[config.mk]
export PLATFORM = sky130hd
export DESIGN_NAME = uncached_access_ctrl_flat
export DESIGN_NICKNAME = d
export VERILOG_FILES = /design/src/rtl/uncached_access_ctrl_if.sv /design/src/rtl/uncached_access_ctrl.sv /design/src/flat_wrapper.sv
export SDC_FILE = /design/constraint.sdc
export NUM_CORES = 1
export LEC_CHECK = 0
export CORE_ASPECT_RATIO = 1.2
export CORE_MARGIN = 4
export CORE_UTILIZATION = 44
export CTS_BUF_LIST = sky130_fd_sc_hd__clkbuf_4 sky130_fd_sc_hd__clkbuf_8
export DETAILED_ROUTE_END_ITERATION = 12
export PLACE_DENSITY_LB_ADDON = 0.12
export RECOVER_POWER = 100
export SLEW_MARGIN = 20
export SYNTH_ARGS = -nofsm -noshare
export SYNTH_HDL_FRONTEND = slang
export SYNTH_SLANG_ARGS = --single-unit
[constraint.sdc]
create_clock -name clk -period 8.55 [get_ports clk]
set_input_delay 1.71 -clock clk [delete_from_list [all_inputs] [get_ports clk]]
set_output_delay 1.71 -clock clk [all_outputs]
set_load 0.05 [all_outputs]
[src/rtl/uncached_access_ctrl_if.sv]
// uncached_access_ctrl_if: CPU, D-cache and bus signals around the uncached access controller
interface uncached_access_ctrl_if;
  logic        cpu_req;
  logic        cpu_we;
  logic [31:0] cpu_addr;
  logic [31:0] cpu_wdata;
  logic [3:0]  cpu_wstrb;
  logic        cpu_stall;
  logic [31:0] cpu_rdata;
  logic        cpu_err;
  logic        cache_req;
  logic        cache_we;
  logic [31:0] cache_addr;
  logic [31:0] cache_wdata;
  logic [3:0]  cache_wstrb;
  logic        cache_stall;
  logic [31:0] cache_rdata;
  logic        bus_req;
  logic        bus_we;
  logic [31:0] bus_addr;
  logic [31:0] bus_wdata;
  logic [3:0]  bus_wstrb;
  logic        bus_gnt;
  logic        bus_rvalid;
  logic [31:0] bus_rdata;
  logic        bus_rerr;
  modport master (
    input  cpu_req, cpu_we, cpu_addr, cpu_wdata, cpu_wstrb,
    output cpu_stall, cpu_rdata, cpu_err,
    output cache_req, cache_we, cache_addr, cache_wdata, cache_wstrb,
    input  cache_stall, cache_rdata,
    output bus_req, bus_we, bus_addr, bus_wdata, bus_wstrb,
    input  bus_gnt, bus_rvalid, bus_rdata, bus_rerr
  );
  modport slave (
    output cpu_req, cpu_we, cpu_addr, cpu_wdata, cpu_wstrb,
    input  cpu_stall, cpu_rdata, cpu_err,
    input  cache_req, cache_we, cache_addr, cache_wdata, cache_wstrb,
    output cache_stall, cache_rdata,
    input  bus_req, bus_we, bus_addr, bus_wdata, bus_wstrb,
    output bus_gnt, bus_rvalid, bus_rdata, bus_rerr
  );
endinterface

[src/rtl/uncached_access_ctrl.sv]
// uncached_access_ctrl: routes cacheable accesses to the D-cache and volatile ones to single-beat bus transactions
module uncached_access_ctrl #(
  parameter int unsigned TIMEOUT = 255
) (
  input logic                    clk,
  input logic                    rst,
  uncached_access_ctrl_if.master b
);
  localparam logic [15:0] TO_LAST = 16'(TIMEOUT - 1);
  typedef enum logic [2:0] {IDLE, BUS_REQ, BUS_RESP, DONE, DRAIN} state_e;
  state_e      state_q;
  logic        orphan_q;
  logic [15:0] cnt_q;
  logic        we_q;
  logic [31:0] addr_q;
  logic [31:0] wdata_q;
  logic [3:0]  wstrb_q;
  logic [31:0] rdata_q;
  logic        err_q;
  logic        vol;
  logic        idle;
  logic        done;
  assign vol  = b.cpu_addr[31:27] inside {5'b00001, 5'b00010, 5'b01000};
  assign idle = state_q == IDLE;
  assign done = state_q == DONE;
  assign b.cache_req   = idle & b.cpu_req & ~vol;
  assign b.cache_we    = b.cpu_we;
  assign b.cache_addr  = b.cpu_addr;
  assign b.cache_wdata = b.cpu_wdata;
  assign b.cache_wstrb = b.cpu_wstrb;
  assign b.cpu_stall   = idle ? b.cpu_req & (vol | b.cache_stall) : ~done;
  assign b.cpu_rdata   = done ? rdata_q : b.cache_rdata;
  assign b.cpu_err     = done & err_q;
  assign b.bus_req     = state_q == BUS_REQ;
  assign b.bus_we      = we_q;
  assign b.bus_addr    = addr_q;
  assign b.bus_wdata   = wdata_q;
  assign b.bus_wstrb   = wstrb_q;
  always_ff @(posedge clk or posedge rst)
    if (rst) begin
      state_q  <= IDLE;
      orphan_q <= 1'b0;
      cnt_q    <= '0;
      we_q     <= 1'b0;
      addr_q   <= '0;
      wdata_q  <= '0;
      wstrb_q  <= '0;
      rdata_q  <= '0;
      err_q    <= 1'b0;
    end else
      case (state_q)
        IDLE: begin
          if (b.bus_rvalid) orphan_q <= 1'b0;
          if (b.cpu_req && vol) begin
            we_q    <= b.cpu_we;
            addr_q  <= b.cpu_addr;
            wdata_q <= b.cpu_wdata;
            wstrb_q <= b.cpu_wstrb;
            // an orphan response landing this very cycle has already been retired
            state_q <= (orphan_q && !b.bus_rvalid) ? DRAIN : BUS_REQ;
          end
        end
        DRAIN:
          if (b.bus_rvalid) begin
            orphan_q <= 1'b0;
            state_q  <= BUS_REQ;
          end
        BUS_REQ:
          if (b.bus_gnt) begin
            cnt_q   <= '0;
            state_q <= BUS_RESP;
          end
        BUS_RESP: begin
          cnt_q <= cnt_q + 16'd1;
          if (b.bus_rvalid) begin
            rdata_q <= we_q ? 32'd0 : b.bus_rdata;
            err_q   <= b.bus_rerr;
            state_q <= DONE;
          end else if (cnt_q == TO_LAST) begin
            rdata_q  <= '0;
            err_q    <= 1'b1;
            orphan_q <= 1'b1;
            state_q  <= DONE;
          end
        end
        DONE: state_q <= IDLE;
        default: state_q <= IDLE;
      endcase
endmodule

[src/flat_wrapper.sv]
// flat-port wrapper written by rule: the top's interface ports become plain ports
module uncached_access_ctrl_flat 
#(
  parameter int unsigned TIMEOUT = 255
)
  (clk, rst, b_cpu_req, b_cpu_we, b_cpu_addr, b_cpu_wdata, b_cpu_wstrb, b_cpu_stall, b_cpu_rdata, b_cpu_err, b_cache_req, b_cache_we, b_cache_addr, b_cache_wdata, b_cache_wstrb, b_cache_stall, b_cache_rdata, b_bus_req, b_bus_we, b_bus_addr, b_bus_wdata, b_bus_wstrb, b_bus_gnt, b_bus_rvalid, b_bus_rdata, b_bus_rerr);
  uncached_access_ctrl_if b_i ();
  input logic clk;
  input logic rst;
  input wire logic [$bits(b_i.cpu_req)-1:0] b_cpu_req;
  input wire logic [$bits(b_i.cpu_we)-1:0] b_cpu_we;
  input wire logic [$bits(b_i.cpu_addr)-1:0] b_cpu_addr;
  input wire logic [$bits(b_i.cpu_wdata)-1:0] b_cpu_wdata;
  input wire logic [$bits(b_i.cpu_wstrb)-1:0] b_cpu_wstrb;
  output wire logic [$bits(b_i.cpu_stall)-1:0] b_cpu_stall;
  output wire logic [$bits(b_i.cpu_rdata)-1:0] b_cpu_rdata;
  output wire logic [$bits(b_i.cpu_err)-1:0] b_cpu_err;
  output wire logic [$bits(b_i.cache_req)-1:0] b_cache_req;
  output wire logic [$bits(b_i.cache_we)-1:0] b_cache_we;
  output wire logic [$bits(b_i.cache_addr)-1:0] b_cache_addr;
  output wire logic [$bits(b_i.cache_wdata)-1:0] b_cache_wdata;
  output wire logic [$bits(b_i.cache_wstrb)-1:0] b_cache_wstrb;
  input wire logic [$bits(b_i.cache_stall)-1:0] b_cache_stall;
  input wire logic [$bits(b_i.cache_rdata)-1:0] b_cache_rdata;
  output wire logic [$bits(b_i.bus_req)-1:0] b_bus_req;
  output wire logic [$bits(b_i.bus_we)-1:0] b_bus_we;
  output wire logic [$bits(b_i.bus_addr)-1:0] b_bus_addr;
  output wire logic [$bits(b_i.bus_wdata)-1:0] b_bus_wdata;
  output wire logic [$bits(b_i.bus_wstrb)-1:0] b_bus_wstrb;
  input wire logic [$bits(b_i.bus_gnt)-1:0] b_bus_gnt;
  input wire logic [$bits(b_i.bus_rvalid)-1:0] b_bus_rvalid;
  input wire logic [$bits(b_i.bus_rdata)-1:0] b_bus_rdata;
  input wire logic [$bits(b_i.bus_rerr)-1:0] b_bus_rerr;
  assign b_i.cpu_req = b_cpu_req;
  assign b_i.cpu_we = b_cpu_we;
  assign b_i.cpu_addr = b_cpu_addr;
  assign b_i.cpu_wdata = b_cpu_wdata;
  assign b_i.cpu_wstrb = b_cpu_wstrb;
  assign b_cpu_stall = b_i.cpu_stall;
  assign b_cpu_rdata = b_i.cpu_rdata;
  assign b_cpu_err = b_i.cpu_err;
  assign b_cache_req = b_i.cache_req;
  assign b_cache_we = b_i.cache_we;
  assign b_cache_addr = b_i.cache_addr;
  assign b_cache_wdata = b_i.cache_wdata;
  assign b_cache_wstrb = b_i.cache_wstrb;
  assign b_i.cache_stall = b_cache_stall;
  assign b_i.cache_rdata = b_cache_rdata;
  assign b_bus_req = b_i.bus_req;
  assign b_bus_we = b_i.bus_we;
  assign b_bus_addr = b_i.bus_addr;
  assign b_bus_wdata = b_i.bus_wdata;
  assign b_bus_wstrb = b_i.bus_wstrb;
  assign b_i.bus_gnt = b_bus_gnt;
  assign b_i.bus_rvalid = b_bus_rvalid;
  assign b_i.bus_rdata = b_bus_rdata;
  assign b_i.bus_rerr = b_bus_rerr;
  uncached_access_ctrl #(.TIMEOUT(TIMEOUT)) u_core (.clk(clk), .rst(rst), .b(b_i));
endmodule
==> flow_summary_export.csv <==
group,metric,value,unit
critical_path,worst-setup-path-type,"in -> reg",
critical_path,crit_chain,"dlygate4sd3_1 > o21ai_0 > o211a_1 > and3_1 > clkbuf_1 > mux2_2",
global_route,track_usage,23.5,%
clock_tree,cts.reportedPaths.clkPinSlew,0.06,ns
layout,syn2layout_area_growth,50.5,%
layout,register_area,3050,um2
timing,finalSetupTns,0,ns
logic_synthesis,syn-cell-area,6090,um2
critical_path,path_buf_inv,2,
critical_path,cp.arrival,5.98,ns
clock_tree,clock_path_buffers,2,
layout,multi_input_area,2350,um2
clock_tree,clock_sinks,122,
floorplan,initial_core_util,45.4,%
clock_tree,clkLatencyLatePin,0.44,ns
critical_path,end_kind,"flop",
placement,gp_congestion,0.877,
outcome,status,"finished, violations left",
critical_path,worst_path_largest_cell_delay,1.91,ns
logic_synthesis,synth-async-reset-ratio,100,%
logic_synthesis,synth.net_count,677,
global_route,grt_pass1_vias,5130,
placement,pre_cts_slack,3.12,ns
logic_synthesis,yosysWarnings,0,
logic_synthesis,syn-instance-count,535,
logic_synthesis,synthTopCellsByArea,"dfrtp_1 50%, mux2_2 18%, buf_4 8.5%",
placement,placed_cell_area,8830,um2
power_and_ir_drop,power.density,333,nW/um2
logic_synthesis,synth-edff-count,0,
timing,period_share,66.4,%
critical_path,cp_max_fo,48,
clock_tree,cts-htree-levels,4,
global_route,grt_pass1_wl,28100,um
global_route,overflow,0,
timing,max_slew.worst_pin.slew,2.59,ns
routing,avgRoutedWirePerCell,19.7,um
clock_tree,cts_hold_buf,0,
critical_path,start_kind,"input port",
power_and_ir_drop,power_leakage,3.90,nW
clock_tree,post-cts-setup-buffers,0,
logic_synthesis,ys_seq_area_share,50.1,%
timing,drv_slew,96,
floorplan,io_pins,314,
clock_tree,cts_made_buffers,17,
routing,drtIter0Drc,263,
layout,layout-drive-gt1-share,18.1,%
clock_tree,cts_resized,0,
logic_synthesis,ys_ff_latch,122,
logic_synthesis,yosys.area.top_type,"dfrtp_1",
layout,antenna_cells,0,
global_route,grt_max_degree,91,
routing,drc,0,
floorplan,die_height,137,um
logic_synthesis,synthFlopType,"dfrtp_1",
outcome,failed_checks,"max-capacitance violations, max-slew violations",
power_and_ir_drop,ir_drop,0.000211,V
timing,hold_viol,0,
routing,firstDrtPassIters,5,
layout,nNetsFinal,915,
routing,vias_per_cell,5.24,
floorplan,die_area,15800,um2
logic_synthesis,yosys.area.top_type_share,50.1,%
routing,ant_nets,0,
logic_synthesis,yosys.cell_types.count,50,
layout,design_area,9170,um2
min_path,hold_path_class,"reg -> reg",
timing,fmaxAchievable,176,MHz
routing,finalWirelength,18700,um
layout,fillCellCount,1057,
critical_path,critical_path.top_delay_family,"buffers and inverters",
floorplan,coreArea,13400,um2
timing,rsz0062_at_grt,"no",
placement,io_buffer_count,313,
logic_synthesis,syn_area_per_cell,11.4,um2
timing,setup_viol,0,
timing,min_period,5.68,ns
job,cap_violations,3,
floorplan,die_w,115,um
timing,maxSlewHeadroom,-72.5,%
floorplan,core.rowCount,46,
critical_path,crit_slowest_cell,"clkbuf_1",
timing,timing.final.ws_setup,2.87,ns
routing,vias,4992,
placement,hpwl,14700,um
critical_path,required,8.85,ns
clock_tree,cts_root_buf,"clkbuf_8",
clock_tree,cts_tree,"done",
global_route,antenna_found_initial,2,
timing,fin_skew,0.0169,ns
## worst register-to-register path, stage by stage (launching register included)
cell,delay (ns)
dfrtp_1,0.48
or2_2,0.35
nor2_1,0.12
and3_1,0.80
clkbuf_1,1.91
mux2_2,0.49
## cell type report
type,count,share of cell area [%]
clock buffers,23,3.32
clock inverters,7,0.478
inverters,8,0.341
multi-input cells,304,25.6
flip-flops and latches,122,33.3
well taps,168,2.29
repair buffers,320,34.7
## metal layers
metal | vias to the layer above | track usage [%] | share of wire, %
met5 | - | 0 | 0.11
met4 | 4 | 7.76 | 2.0
met3 | 29 | 8.89 | 10
met2 | 245 | 42.2 | 52
met1 | 2394 | 25.1 | 35
li1 | 2320 | - | -
## registers in the layout, indices dropped and copies added (netlist names)
signal,flops
u_core.orphan_q,1
u_core.err_q,1
u_core.cnt_q,16
u_core.b.bus_addr,32
u_core.rdata_q,32
u_core.b.bus_we,1
u_core.b.bus_wdata,32
u_core.b.bus_wstrb,4
u_core.state_q,3
## path summary, 6_finish.rpt
check,cells past startpoint,slack [ns],endpoint,from
max reg2reg,5,4.27,u_core.b.bus_wdata[0],u_core.state_q[1]
max,6,2.87,u_core.b.bus_wdata[0],b_cpu_addr[27]
max in group asynchronous,3,5.08,u_core.b.bus_wdata[31],rst
min,1,0.50,u_core.b.bus_addr[29],u_core.b.bus_addr[29]
min in group asynchronous,2,2.05,u_core.b.bus_addr[8],rst
min reg2reg,1,0.50,u_core.b.bus_addr[29],u_core.b.bus_addr[29]
## Yosys cell counts, types with 3 or more instances
master	n
a21oi_1	5
a22oi_1	32
a31oi_1	3
and3_1	5
buf_2	7
buf_4	69
buf_6	3
clkbuf_1	21
dfrtp_1	122
inv_1	7
mux2_2	100
mux2i_1	3
nand2_1	51
nand3_1	3
nand4_1	6
nor2_1	10
nor2b_1	3
nor3_1	3
o211ai_1	3
o21ai_0	40
xor2_1	3
## metrics by stage
stage	util (%)	cells	hold slack, ns	power, mW
6_report	68.4	952	0.497	3.05
2_1_floorplan	-	535	0.441	2.10
3_5_place_dp	65.9	922	0.490	2.71
3_3_place_gp	65.9	922	0.475	2.67
4_1_cts	68.5	952	0.506	3.17
5_1_grt	68.4	952	0.511	3.20
## cell usage in the layout, fill, tap and decap left out, types with 2 or more instances in the layout
cell type / count
dlygate4sd3_1: 178
clkdlybuf4s50_1: 135
dfrtp_1: 122
mux2_2: 100
nand2_1: 51
o21ai_0: 42
a22oi_1: 32
clkbuf_8: 21
nor2_1: 10
inv_1: 7
nand4_1: 6
and3_1: 5
a21oi_1: 5
clkinv_2: 4
nor3_1: 3
xor2_1: 3
nor2b_1: 3
nand3_1: 3
mux2i_1: 3
o211ai_1: 3
a31oi_1: 3
buf_4: 3
clkbuf_1: 3
nor4_4: 2
or2_2: 2
nor3b_1: 2
o31ai_1: 2
a221o_1: 2
o31a_1: 2
ha_1: 2
clkbuf_4: 2
clkinvlp_4: 2
## cells by family after synthesis
family | after synthesis | share of synthesized area (%)
flops | 122 | 50.1
fa+ha+maj | 2 | 0.411
mux | 103 | 19.0
compound gates | 100 | 10.6
xor+xnor | 3 | 0.431
simple gates | 96 | 7.95
buf+inv | 109 | 11.5
## power by group
group / total [mW] / switching [mW] / leakage, nW / internal (mW)
Clock: 0.449 / 0.217 / 0.180 / 0.232
Sequential: 0.943 / 0.142 / 1.46 / 0.801
Combinational: 1.66 / 1.09 / 2.26 / 0.577
No activity file was read; power rests on OpenSTA's default activity.
